$ cat src/rtl/conv_pkg.sv
// Shared types and index-bound helper for the convolution index generator.
// The bound function is used by the RTL and by the bench scoreboard.
package conv_pkg;

   localparam int DEFAULT_ADDR_WIDTH = 5;

   typedef enum logic [1:0] {IDLE, RUN, DONE} conv_state_t;

   typedef struct packed {
      int lo;
      int hi;
   } conv_bounds_t;

   // k range for output n: k_lo = max(0, n-Lh+1), k_hi = min(n, Lx-1)
   function automatic conv_bounds_t calc_bounds(input int n, input int len_x, input int len_h);
      conv_bounds_t b;
      b.lo = (n >= len_h) ? n - len_h + 1 : 0;
      b.hi = (n < len_x - 1) ? n : len_x - 1;
      return b;
   endfunction

endpackage

$ cat src/rtl/conv_index_gen_if.sv
// Index-tuple handshake between the generator (master) and the MAC datapath (slave).
interface conv_index_gen_if
   import conv_pkg::*;
#(
   parameter int ADDR_WIDTH = DEFAULT_ADDR_WIDTH,
   parameter int N_WIDTH    = ADDR_WIDTH + 1
);

   logic                  addr_valid;
   logic                  addr_ready;
   logic [ADDR_WIDTH-1:0] addr_x;
   logic [ADDR_WIDTH-1:0] addr_h;
   logic [N_WIDTH-1:0]    idx_n;
   logic                  first_k;
   logic                  last_k;

   modport master (
      output addr_valid, addr_x, addr_h, idx_n, first_k, last_k,
      input  addr_ready
   );

   modport slave (
      input  addr_valid, addr_x, addr_h, idx_n, first_k, last_k,
      output addr_ready
   );

endinterface

$ cat src/rtl/conv_bound_calc.sv
// Combinational k_lo/k_hi for a given output index n and the latched lengths.
module conv_bound_calc
   import conv_pkg::*;
#(
   parameter int ADDR_WIDTH = DEFAULT_ADDR_WIDTH,
   parameter int N_WIDTH    = ADDR_WIDTH + 1
) (
   input  logic [N_WIDTH:0]      n,
   input  logic [ADDR_WIDTH:0]   len_x,
   input  logic [ADDR_WIDTH:0]   len_h,
   output logic [ADDR_WIDTH-1:0] k_lo,
   output logic [ADDR_WIDTH-1:0] k_hi
);

   conv_bounds_t bounds;

   always_comb begin
      bounds = calc_bounds(int'(n), int'(len_x), int'(len_h));
      k_lo   = ADDR_WIDTH'(bounds.lo);
      k_hi   = ADDR_WIDTH'(bounds.hi);
   end

endmodule

$ cat src/rtl/conv_index_gen.sv
// Walks the nested (n, k) index space of a 1-D linear convolution and hands
// each tuple to the MAC datapath through a valid/ready handshake.
module conv_index_gen
   import conv_pkg::*;
#(
   parameter int ADDR_WIDTH = DEFAULT_ADDR_WIDTH,
   parameter int N_WIDTH    = ADDR_WIDTH + 1
) (
   input  logic                clk,
   input  logic                rstn,
   input  logic                start,
   input  logic                clr,
   input  logic [ADDR_WIDTH:0] len_x,
   input  logic [ADDR_WIDTH:0] len_h,
   conv_index_gen_if.master    bus,
   output logic                busy,
   output logic                done
);

   localparam int CW = N_WIDTH + 1;

   conv_state_t           state_q, state_d;
   logic [N_WIDTH-1:0]    n_q, n_d;
   logic [ADDR_WIDTH-1:0] k_q, k_d;
   logic [ADDR_WIDTH:0]   lx_q, lx_d, lh_q, lh_d;

   logic [CW-1:0]         n_ext, n_nxt, n_last;
   logic [ADDR_WIDTH-1:0] cur_lo, cur_hi, nxt_lo, nxt_hi;
   logic                  run;

   assign n_ext  = CW'(n_q);
   assign n_nxt  = n_ext + CW'(1);
   assign n_last = CW'(lx_q) + CW'(lh_q) - CW'(2);
   assign run    = (state_q == RUN);

   conv_bound_calc #(.ADDR_WIDTH(ADDR_WIDTH), .N_WIDTH(N_WIDTH)) u_cur_bounds (
      .n     (n_ext),
      .len_x (lx_q),
      .len_h (lh_q),
      .k_lo  (cur_lo),
      .k_hi  (cur_hi)
   );

   // nxt_hi is unused: the next n always starts at its low bound
   conv_bound_calc #(.ADDR_WIDTH(ADDR_WIDTH), .N_WIDTH(N_WIDTH)) u_nxt_bounds (
      .n     (n_nxt),
      .len_x (lx_q),
      .len_h (lh_q),
      .k_lo  (nxt_lo),
      .k_hi  (nxt_hi)
   );

   always_ff @(posedge clk or negedge rstn) begin
      if (!rstn) begin
         state_q <= IDLE;
         n_q     <= '0;
         k_q     <= '0;
         lx_q    <= '0;
         lh_q    <= '0;
      end else begin
         state_q <= state_d;
         n_q     <= n_d;
         k_q     <= k_d;
         lx_q    <= lx_d;
         lh_q    <= lh_d;
      end
   end

   // Indices advance only on an accepted tuple; clr overrides everything
   always_comb begin
      state_d = state_q;
      n_d     = n_q;
      k_d     = k_q;
      lx_d    = lx_q;
      lh_d    = lh_q;
      if (clr) begin
         state_d = IDLE;
      end else begin
         case (state_q)
            IDLE: begin
               if (start) begin
                  if (len_x == '0 || len_h == '0) begin
                     state_d = DONE;
                  end else begin
                     state_d = RUN;
                     lx_d    = len_x;
                     lh_d    = len_h;
                     n_d     = '0;
                     k_d     = '0;
                  end
               end
            end
            RUN: begin
               if (bus.addr_ready) begin
                  if (k_q != cur_hi) begin
                     k_d = k_q + ADDR_WIDTH'(1);
                  end else if (n_ext < n_last) begin
                     n_d = n_q + N_WIDTH'(1);
                     k_d = nxt_lo;
                  end else begin
                     state_d = DONE;
                  end
               end
            end
            DONE:    state_d = IDLE;
            default: state_d = IDLE;
         endcase
      end
   end

   assign bus.addr_valid = run;
   assign bus.addr_x     = run ? k_q : '0;
   assign bus.addr_h     = run ? ADDR_WIDTH'(n_ext - CW'(k_q)) : '0;
   assign bus.idx_n      = run ? n_q : '0;
   assign bus.first_k    = run && (k_q == cur_lo);
   assign bus.last_k     = run && (k_q == cur_hi);
   assign busy           = run;
   assign done           = (state_q == DONE);

endmodule

$ cat src/flat_wrapper.sv
// flat-port wrapper written by rule: the top's interface ports become plain ports
module conv_index_gen_flat import conv_pkg::*;
#(
   parameter int ADDR_WIDTH = DEFAULT_ADDR_WIDTH,
   parameter int N_WIDTH    = ADDR_WIDTH + 1
)
  (clk, rstn, start, clr, len_x, len_h, busy, done, bus_addr_valid, bus_addr_x, bus_addr_h, bus_idx_n, bus_first_k, bus_last_k, bus_addr_ready);
  conv_index_gen_if #(.ADDR_WIDTH(ADDR_WIDTH), .N_WIDTH(N_WIDTH)) bus_i ();
  input  logic clk;
  input  logic rstn;
  input  logic start;
  input  logic clr;
  input  logic [ADDR_WIDTH:0] len_x;
  input  logic [ADDR_WIDTH:0] len_h;
  output logic busy;
  output logic done;
  output wire logic [$bits(bus_i.addr_valid)-1:0] bus_addr_valid;
  output wire logic [$bits(bus_i.addr_x)-1:0] bus_addr_x;
  output wire logic [$bits(bus_i.addr_h)-1:0] bus_addr_h;
  output wire logic [$bits(bus_i.idx_n)-1:0] bus_idx_n;
  output wire logic [$bits(bus_i.first_k)-1:0] bus_first_k;
  output wire logic [$bits(bus_i.last_k)-1:0] bus_last_k;
  input wire logic [$bits(bus_i.addr_ready)-1:0] bus_addr_ready;
  assign bus_addr_valid = bus_i.addr_valid;
  assign bus_addr_x = bus_i.addr_x;
  assign bus_addr_h = bus_i.addr_h;
  assign bus_idx_n = bus_i.idx_n;
  assign bus_first_k = bus_i.first_k;
  assign bus_last_k = bus_i.last_k;
  assign bus_i.addr_ready = bus_addr_ready;
  conv_index_gen #(.ADDR_WIDTH(ADDR_WIDTH), .N_WIDTH(N_WIDTH)) u_core (.clk(clk), .rstn(rstn), .start(start), .clr(clr), .len_x(len_x), .len_h(len_h), .bus(bus_i), .busy(busy), .done(done));
endmodule
$ cat config.mk
export PLATFORM = sky130hd
export DESIGN_NAME = conv_index_gen_flat
export DESIGN_NICKNAME = d
export VERILOG_FILES = /design/src/rtl/conv_pkg.sv /design/src/rtl/conv_index_gen_if.sv /design/src/rtl/conv_bound_calc.sv /design/src/rtl/conv_index_gen.sv /design/src/flat_wrapper.sv
export SDC_FILE = /design/constraint.sdc
export NUM_CORES = 1
export LEC_CHECK = 0
export CELL_PAD_IN_SITES_DETAIL_PLACEMENT = 1
export CELL_PAD_IN_SITES_GLOBAL_PLACEMENT = 1
export CORE_MARGIN = 1.5
export CORE_UTILIZATION = 40
export CTS_CLUSTER_SIZE = 12
export DETAILED_ROUTE_END_ITERATION = 8
export GPL_TIMING_DRIVEN = 1
export PLACE_DENSITY_LB_ADDON = 0.05
export SETUP_SLACK_MARGIN = 0.15
export SLEW_MARGIN = 20
export SYNTH_ARGS = -nofsm -noshare
export SYNTH_HDL_FRONTEND = slang
export SYNTH_HIERARCHICAL = 1
export SYNTH_SLANG_ARGS = --single-unit
$ cat constraint.sdc
create_clock -name clk -period 4.89 [get_ports clk]
set_clock_uncertainty 0.2 [all_clocks]
set_input_delay 0.7335 -clock clk [delete_from_list [all_inputs] [get_ports clk]]
set_output_delay 0.7335 -clock clk [all_outputs]
set_load 0.01 [all_outputs]
==> results of run 1 <==
state kept, by name (all words and copies together), names as in the netlist:
register / count
u_core/k_q: 5
u_core/state_q: 2
u_core/lx_q: 6
u_core/lh_q: 6
u_core/n_q: 6
critical path, delay by kind of cell (launching register included):
family	cells	cell delay, ns
and+or+nand+nor	4	0.97
AOI/OAI and AO/OA	3	0.69
DFF	1	0.44
adders and majority gates	2	0.38
buffers and inverters	2	0.33
xor gates and xnor gates	2	0.31
muxes	1	0.27
where the power goes:
group | internal (mW) | leakage, nW | switching [mW]
Clock | 0.0572 | 0.0255 | 0.0729
Combinational | 0.830 | 1.43 | 0.975
Sequential | 0.274 | 0.318 | 0.139
cell type report:
cell class | count | share of cell area
clock buffers | 3 | 0.0113
flip-flops and latches | 25 | 0.172
repair buffers | 47 | 0.122
inverters | 56 | 0.0576
multi-input cells | 258 | 0.602
clock inverters | 1 | 0.00137
well taps | 99 | 0.0339
what timing repair did:
item                                    4_1_cts  5_1_grt
setup buffers                                 1        3
endpoints found under the setup margin        1        1
pin swaps                                     3        4
gates resized for setup                       5        2
routing by layer:
| layer | global-route usage | up-vias | share of wire |
|---|---|---|---|
| met5 | 0 | - | 0 |
| met4 | 0.0489 | 0 | 0.011 |
| met3 | 0.0261 | 6 | 0.031 |
| met2 | 0.362 | 49 | 0.48 |
| met1 | 0.289 | 1276 | 0.48 |
| li1 | - | 1274 | - |
layout by cell type, fill, tap and decap left out, types with 4 or more instances in the layout:
master	count
ha_1	50
a211oi_1	6
nor2_1	21
a21oi_1	10
mux2i_1	5
mux2_2	12
xor2_1	10
dfrtp_1	24
o31ai_1	7
clkdlybuf4s50_1	36
nand2_1	9
and3_1	6
and2_1	16
buf_4	10
nor3_1	7
nand4_1	4
inv_1	56
xnor2_1	19
o21ai_0	7
a21o_1	9
fa_1	6
nand3_1	9
nand2b_1	4
per-stage QoR:
step / setup slack [ns] / util / hold WS, ns
after floorplan: 1.00 / - / 0.238
after global placement: 0.368 / 0.485 / 0.345
after detailed placement: 0.212 / 0.485 / 0.351
after CTS: 0.240 / 0.494 / 0.375
after global routing: 0.127 / 0.498 / 0.393
final: 0.299 / 0.498 / 0.372
worst max-delay path by stage:
stage | end | slack [ns] | depth (start not counted) | startpoint
finish | bus_last_k | 0.30 | 14 | u_core/lx_q[0]
global route | bus_last_k | 0.13 | 13 | u_core/lx_q[2]
CTS | bus_last_k | 0.24 | 14 | u_core/lx_q[0]
detailed placement | bus_last_k | 0.21 | 14 | u_core/lx_q[0]
global placement | bus_last_k | 0.37 | 14 | u_core/lx_q[0]
floorplan | bus_last_k | 1.00 | 13 | u_core/lx_q[0]
==> metrics.md, run 1 <==
| Metric | Value |
|---|---|
| DR pass1 iterations | `4` |
| HP Class | `reg2reg` |
| Vias | `2605` |
| Synth Instances | `348` |
| FF-to-FF setup slack | `0.70 ns` |
| Final count of hold timing violations | `0` |
| Post-DP Area | `3550 sq um` |
| Iteration-0 DRC Markers | `58` |
| Via density | `5.33` |
| Crit path arrival time | `3.66 ns` |
| Setup TNS Final | `0 ns` |
| Final instance area | `3650 sq um` |
| Starting Density | `0.418` |
| Hold path cells | `1` |
| Synth-to-layout area growth | `19.2%` |
| Non-filler cells, final | `489` |
| Max Clock Freq | `218 MHz` |
| Period Utilization, post-route | `0.939` |
| FF-to-FF End | `u_core/k_q[3]` |
| Die ar. | `8190 sq um` |
| Ports | `38` |
| Core Area | `7330 sq um` |
| Final ANT Viol Nets | `0` |
| Leakage Power | `1.77 nW` |
| Synthesized cell area | `3060 sq um` |
| Worst Hold Path EP | `u_core/lx_q[1]` |
| Fin crit period | `4.59 ns` |
| # DRC | `0` |
| Inserted Diodes | `0` |
| Clock transition at the registers of the reported paths | `0.09 ns` |
| Placer Congestion | `0.824` |
| TritonCTS clock tree | `done` |
| Inst Count DP | `481` |
| FF+latch area | `627 sq um` |
| Row cnt | `31` |
| Syn_area_per_cell | `8.80 sq um` |
| Largest net degree at the start of global routing | `26` |
| Worst IR drop on VDD | `0.451 mV` |
| CTS Buffer Depth | `2` |
| Total Routing Usage GR | `0.214` |
| Slew Limit Fails | `0` |
| Antenna violations before repair | `0` |
| Num CTS Buffers | `3` |
| Fillers | `886` |
| Slew @ Worst Pin | `0.683 ns` |
| Clk sinks | `25` |
| Power per cell area | `643 nW/um^2` |
| DIE WIDTH | `90.5 um` |
| # H-tree levels | `1` |
| Worst r2r src | `u_core/lx_q[0]` |
| Syn. warnings | `6` |
| # port buffers | `37` |
| R2r worst-path depth | `16` |
| Total power | `2.35 mW` |
| Drt total wl | `8.30 mm` |
| Critical-path top delay cell | `dfrtp_2` |
| Req. time, crit path | `3.96 ns` |
| Wirelength per Cell | `17.0 um` |
| Max cap viols | `0` |
| Crit end category | `output port` |
| Die height | `90.5 um` |
| Cts hold-fix bufs | `0` |
| Clk_lat worst skew | `0.28 ns` |
| Net count reported at finish | `464` |
| Hold path startpoint | `u_core/lx_q[1]` |
| Critical path type | `reg2out` |
| HPWL Detailed | `6.67 mm` |
| Crit-path max FO | `6` |
| Vias in the first global route | `2713` |
| Outcome | `completed` |
| Most common cell type on the critical path | `ha_1` |
| Slew headroom | `0.543` |
| Grt total ovfl | `0` |
| Max incr delay on CP | `0.44 ns` |
| First-pass GRT wire length | `13.8 mm` |
| Clock Root Buffer | `clkbuf_8` |
| Layout cells sized above 1 | `0.110` |
| Final-report setup violation count | `0` |
| Setup crit start kind | `flip-flop` |
| Area of the multi-input gates | `2200 sq um` |
| RSZ-0062 raised after global routing | `no` |
| CP Cell Sequence | `inv_1 -> ha_1 -> or3b_4 -> xor2_1 -> ha_1 -> a211oi_2 -> o211ai_2 -> a21oi_4 -> mux2i_1 -> xnor2_1 -> nand3_1 -> or2_4 -> nor2_1 -> dlygate4sd2_1` |
No activity file was read; power rests on OpenSTA's default activity.
==> inputs of run 2 (changes only) <==
Settings changed: GPL_TIMING_DRIVEN 1 to 0.
Clock period 4.89 ns to 4.2 ns, I/O delays scaled along.
==> metrics.md, run 2 (same netlist as run 1, synthesis figures left out) <==
| Metric | Value |
|---|---|
| # port buffers | `37` |
| Row cnt | `31` |
| Via density | `5.27` |
| First-pass GRT wire length | `14.0 mm` |
| Req. time, crit path | `3.37 ns` |
| HPWL Detailed | `6.68 mm` |
| Clock Root Buffer | `clkbuf_8` |
| Clk_lat worst skew | `0.27 ns` |
| DIE WIDTH | `90.5 um` |
| Iteration-0 DRC Markers | `106` |
| Die height | `90.5 um` |
| Failing checks | `negative setup slack` |
| Worst r2r src | `u_core/lx_q[1]` |
| Max cap viols | `0` |
| Starting Density | `0.418` |
| Setup TNS Final | `-0.121 ns` |
| Worst IR drop on VDD | `0.475 mV` |
| Synth-to-layout area growth | `27.2%` |
| Placer Congestion | `0.822` |
| Most common cell after layout, fill and taps aside | `inv_1` |
| Final ANT Viol Nets | `0` |
| # H-tree levels | `1` |
| Antenna violations before repair | `0` |
| Outcome | `finished with violations` |
| Clock transition at the registers of the reported paths | `0.10 ns` |
| Vias | `2701` |
| Layout cells sized above 1 | `0.198` |
| Vias in the first global route | `2763` |
| Clk sinks | `25` |
| Max Clock Freq | `231 MHz` |
| Die ar. | `8190 sq um` |
| Num CTS Buffers | `3` |
| CTS Buffer Depth | `2` |
| FF-to-FF End | `u_core/n_q[2]` |
| Critical path launch point | `u_core/lx_q[1]` |
| # DRC | `0` |
| Ports | `38` |
| CP endpoint | `bus_last_k` |
| Most frequent cells in the layout | `inv_1, ha_1, clkdlybuf4s50_1` |
| Slew headroom | `0.611` |
| Inserted Diodes | `0` |
| Setup crit start kind | `flip-flop` |
| Largest regs | `u_core/lh_q (6), u_core/lx_q (6), u_core/n_q (6)` |
| Wirelength per Cell | `17.4 um` |
| RSZ-0062 raised after global routing | `yes` |
| Crit-path max FO | `4` |
| Fin crit period | `4.32 ns` |
| Period Utilization, post-route | `1.03` |
| Post-DP Area | `3560 sq um` |
| DR pass1 iterations | `4` |
| Final count of hold timing violations | `0` |
| TritonCTS clock tree | `done` |
| Area of the multi-input gates | `2280 sq um` |
| Fillers | `860` |
| Final instance area | `3890 sq um` |
| Grt total ovfl | `0` |
| Inst Count DP | `485` |
| R2r worst-path depth | `18` |
| Total Routing Usage GR | `0.216` |
| Critical path type | `reg2out` |
| Slew Limit Fails | `0` |
| Slew @ Worst Pin | `0.584 ns` |
| Drt total wl | `8.90 mm` |
| Crit end category | `output port` |
| Non-filler cells, final | `513` |
| Net count reported at finish | `488` |
| FF-to-FF setup slack | `0.03 ns` |
| Leakage Power | `1.88 nW` |
| HP Class | `in2async` |
| Power per cell area | `791 nW/um^2` |
| Final WS setup | `-0.121 ns` |
| Final-report setup violation count | `1` |
| Total power | `3.08 mW` |
| Largest net degree at the start of global routing | `26` |
| Crit path arrival time | `3.49 ns` |
| Core Area | `7330 sq um` |
| Cts hold-fix bufs | `0` |
| FF+latch area | `633 sq um` |
run 2: changes by cell type in the layout (fill, tap and decap cells not counted), moves of 3 or more:
| cell | previous run | this run |
|---|---|---|
| buf_2 | 0 | 5 |
| buf_4 | 10 | 21 |
| buf_6 | 0 | 4 |
| clkbuf_1 | 0 | 4 |
| dfrtp_1 | 24 | 19 |
| dfrtp_2 | 1 | 6 |
| o21ai_0 | 7 | 3 |
| o21ai_1 | 1 | 4 |
run 2: layout make-up:
cell class | instances | share of cell area
plain buffers | 10 | 0.0138
clock buffers | 4 | 0.0116
inverters | 56 | 0.0540
multi-input cells | 258 | 0.585
flip-flops and latches | 25 | 0.163
well taps | 99 | 0.0318
repair buffers | 61 | 0.141
run 2: worst max-delay path: stages, from the launching register on:
cell and delay, ns:
dfrtp_1 0.43, inv_1 0.08, ha_2 0.17, or3b_4 0.40
xor2_2 0.17, ha_2 0.20, a211oi_4 0.27, o211ai_2 0.16
buf_4 0.17, a211oi_2 0.20, a31oi_1 0.09, xnor2_1 0.20
nand2_1 0.17, or2_4 0.29, nor2_1 0.08, buf_2 0.14
run 2: layer usage:
layer,part of all wire,global-route usage,routed length (um),vias to the layer above
met5,0,0,0,-
li1,-,-,-,1314
met1,0.47,0.285,4160,1331
met3,0.029,0.0219,258,2
met4,0.0031,0.0344,28,0
met2,0.50,0.383,4460,54
run 2: worst min-delay path by stage:
stage          slack, ns             end  cells after the start           start
6_report            0.14   u_core/k_q[3]                      1            rstn
3_5_place_dp        0.39  u_core/lx_q[1]                      1  u_core/lx_q[1]
3_3_place_gp        0.39  u_core/lx_q[1]                      1  u_core/lx_q[1]
4_1_cts             0.16   u_core/k_q[1]                      1            rstn
2_1_floorplan       0.13   u_core/k_q[0]                      0            rstn
5_1_grt             0.20   u_core/k_q[1]                      1            rstn
run 2: per-stage QoR:
step,utilization,worst slack [ns],hold slack (ns)
3_5_place_dp,0.485,-0.480,0.392
4_1_cts,0.505,-0.0453,0.164
6_report,0.531,-0.121,0.140
3_3_place_gp,0.486,-0.386,0.386
5_1_grt,0.531,-0.264,0.200
2_1_floorplan,-,0.416,0.134
run 2: power breakdown:
part           internal (mW)  switching (mW)
combinational           1.18            1.27
clock                 0.0680          0.0833
sequential             0.321           0.163
total                   1.56            1.52
run 2: what timing repair did:
item / 4_1_cts / 5_1_grt
resized for setup: 17 / 21
setup buffers: 7 / 17
pin swaps: 6 / 6
endpoints found under the setup margin: 14 / 15
==> inputs of run 3 (changes only) <==
Settings changed: HOLD_SLACK_MARGIN from default to 0.1.
==> results of run 3 <==
No change in the layout: final DEF, timing and power equal those of run 2.
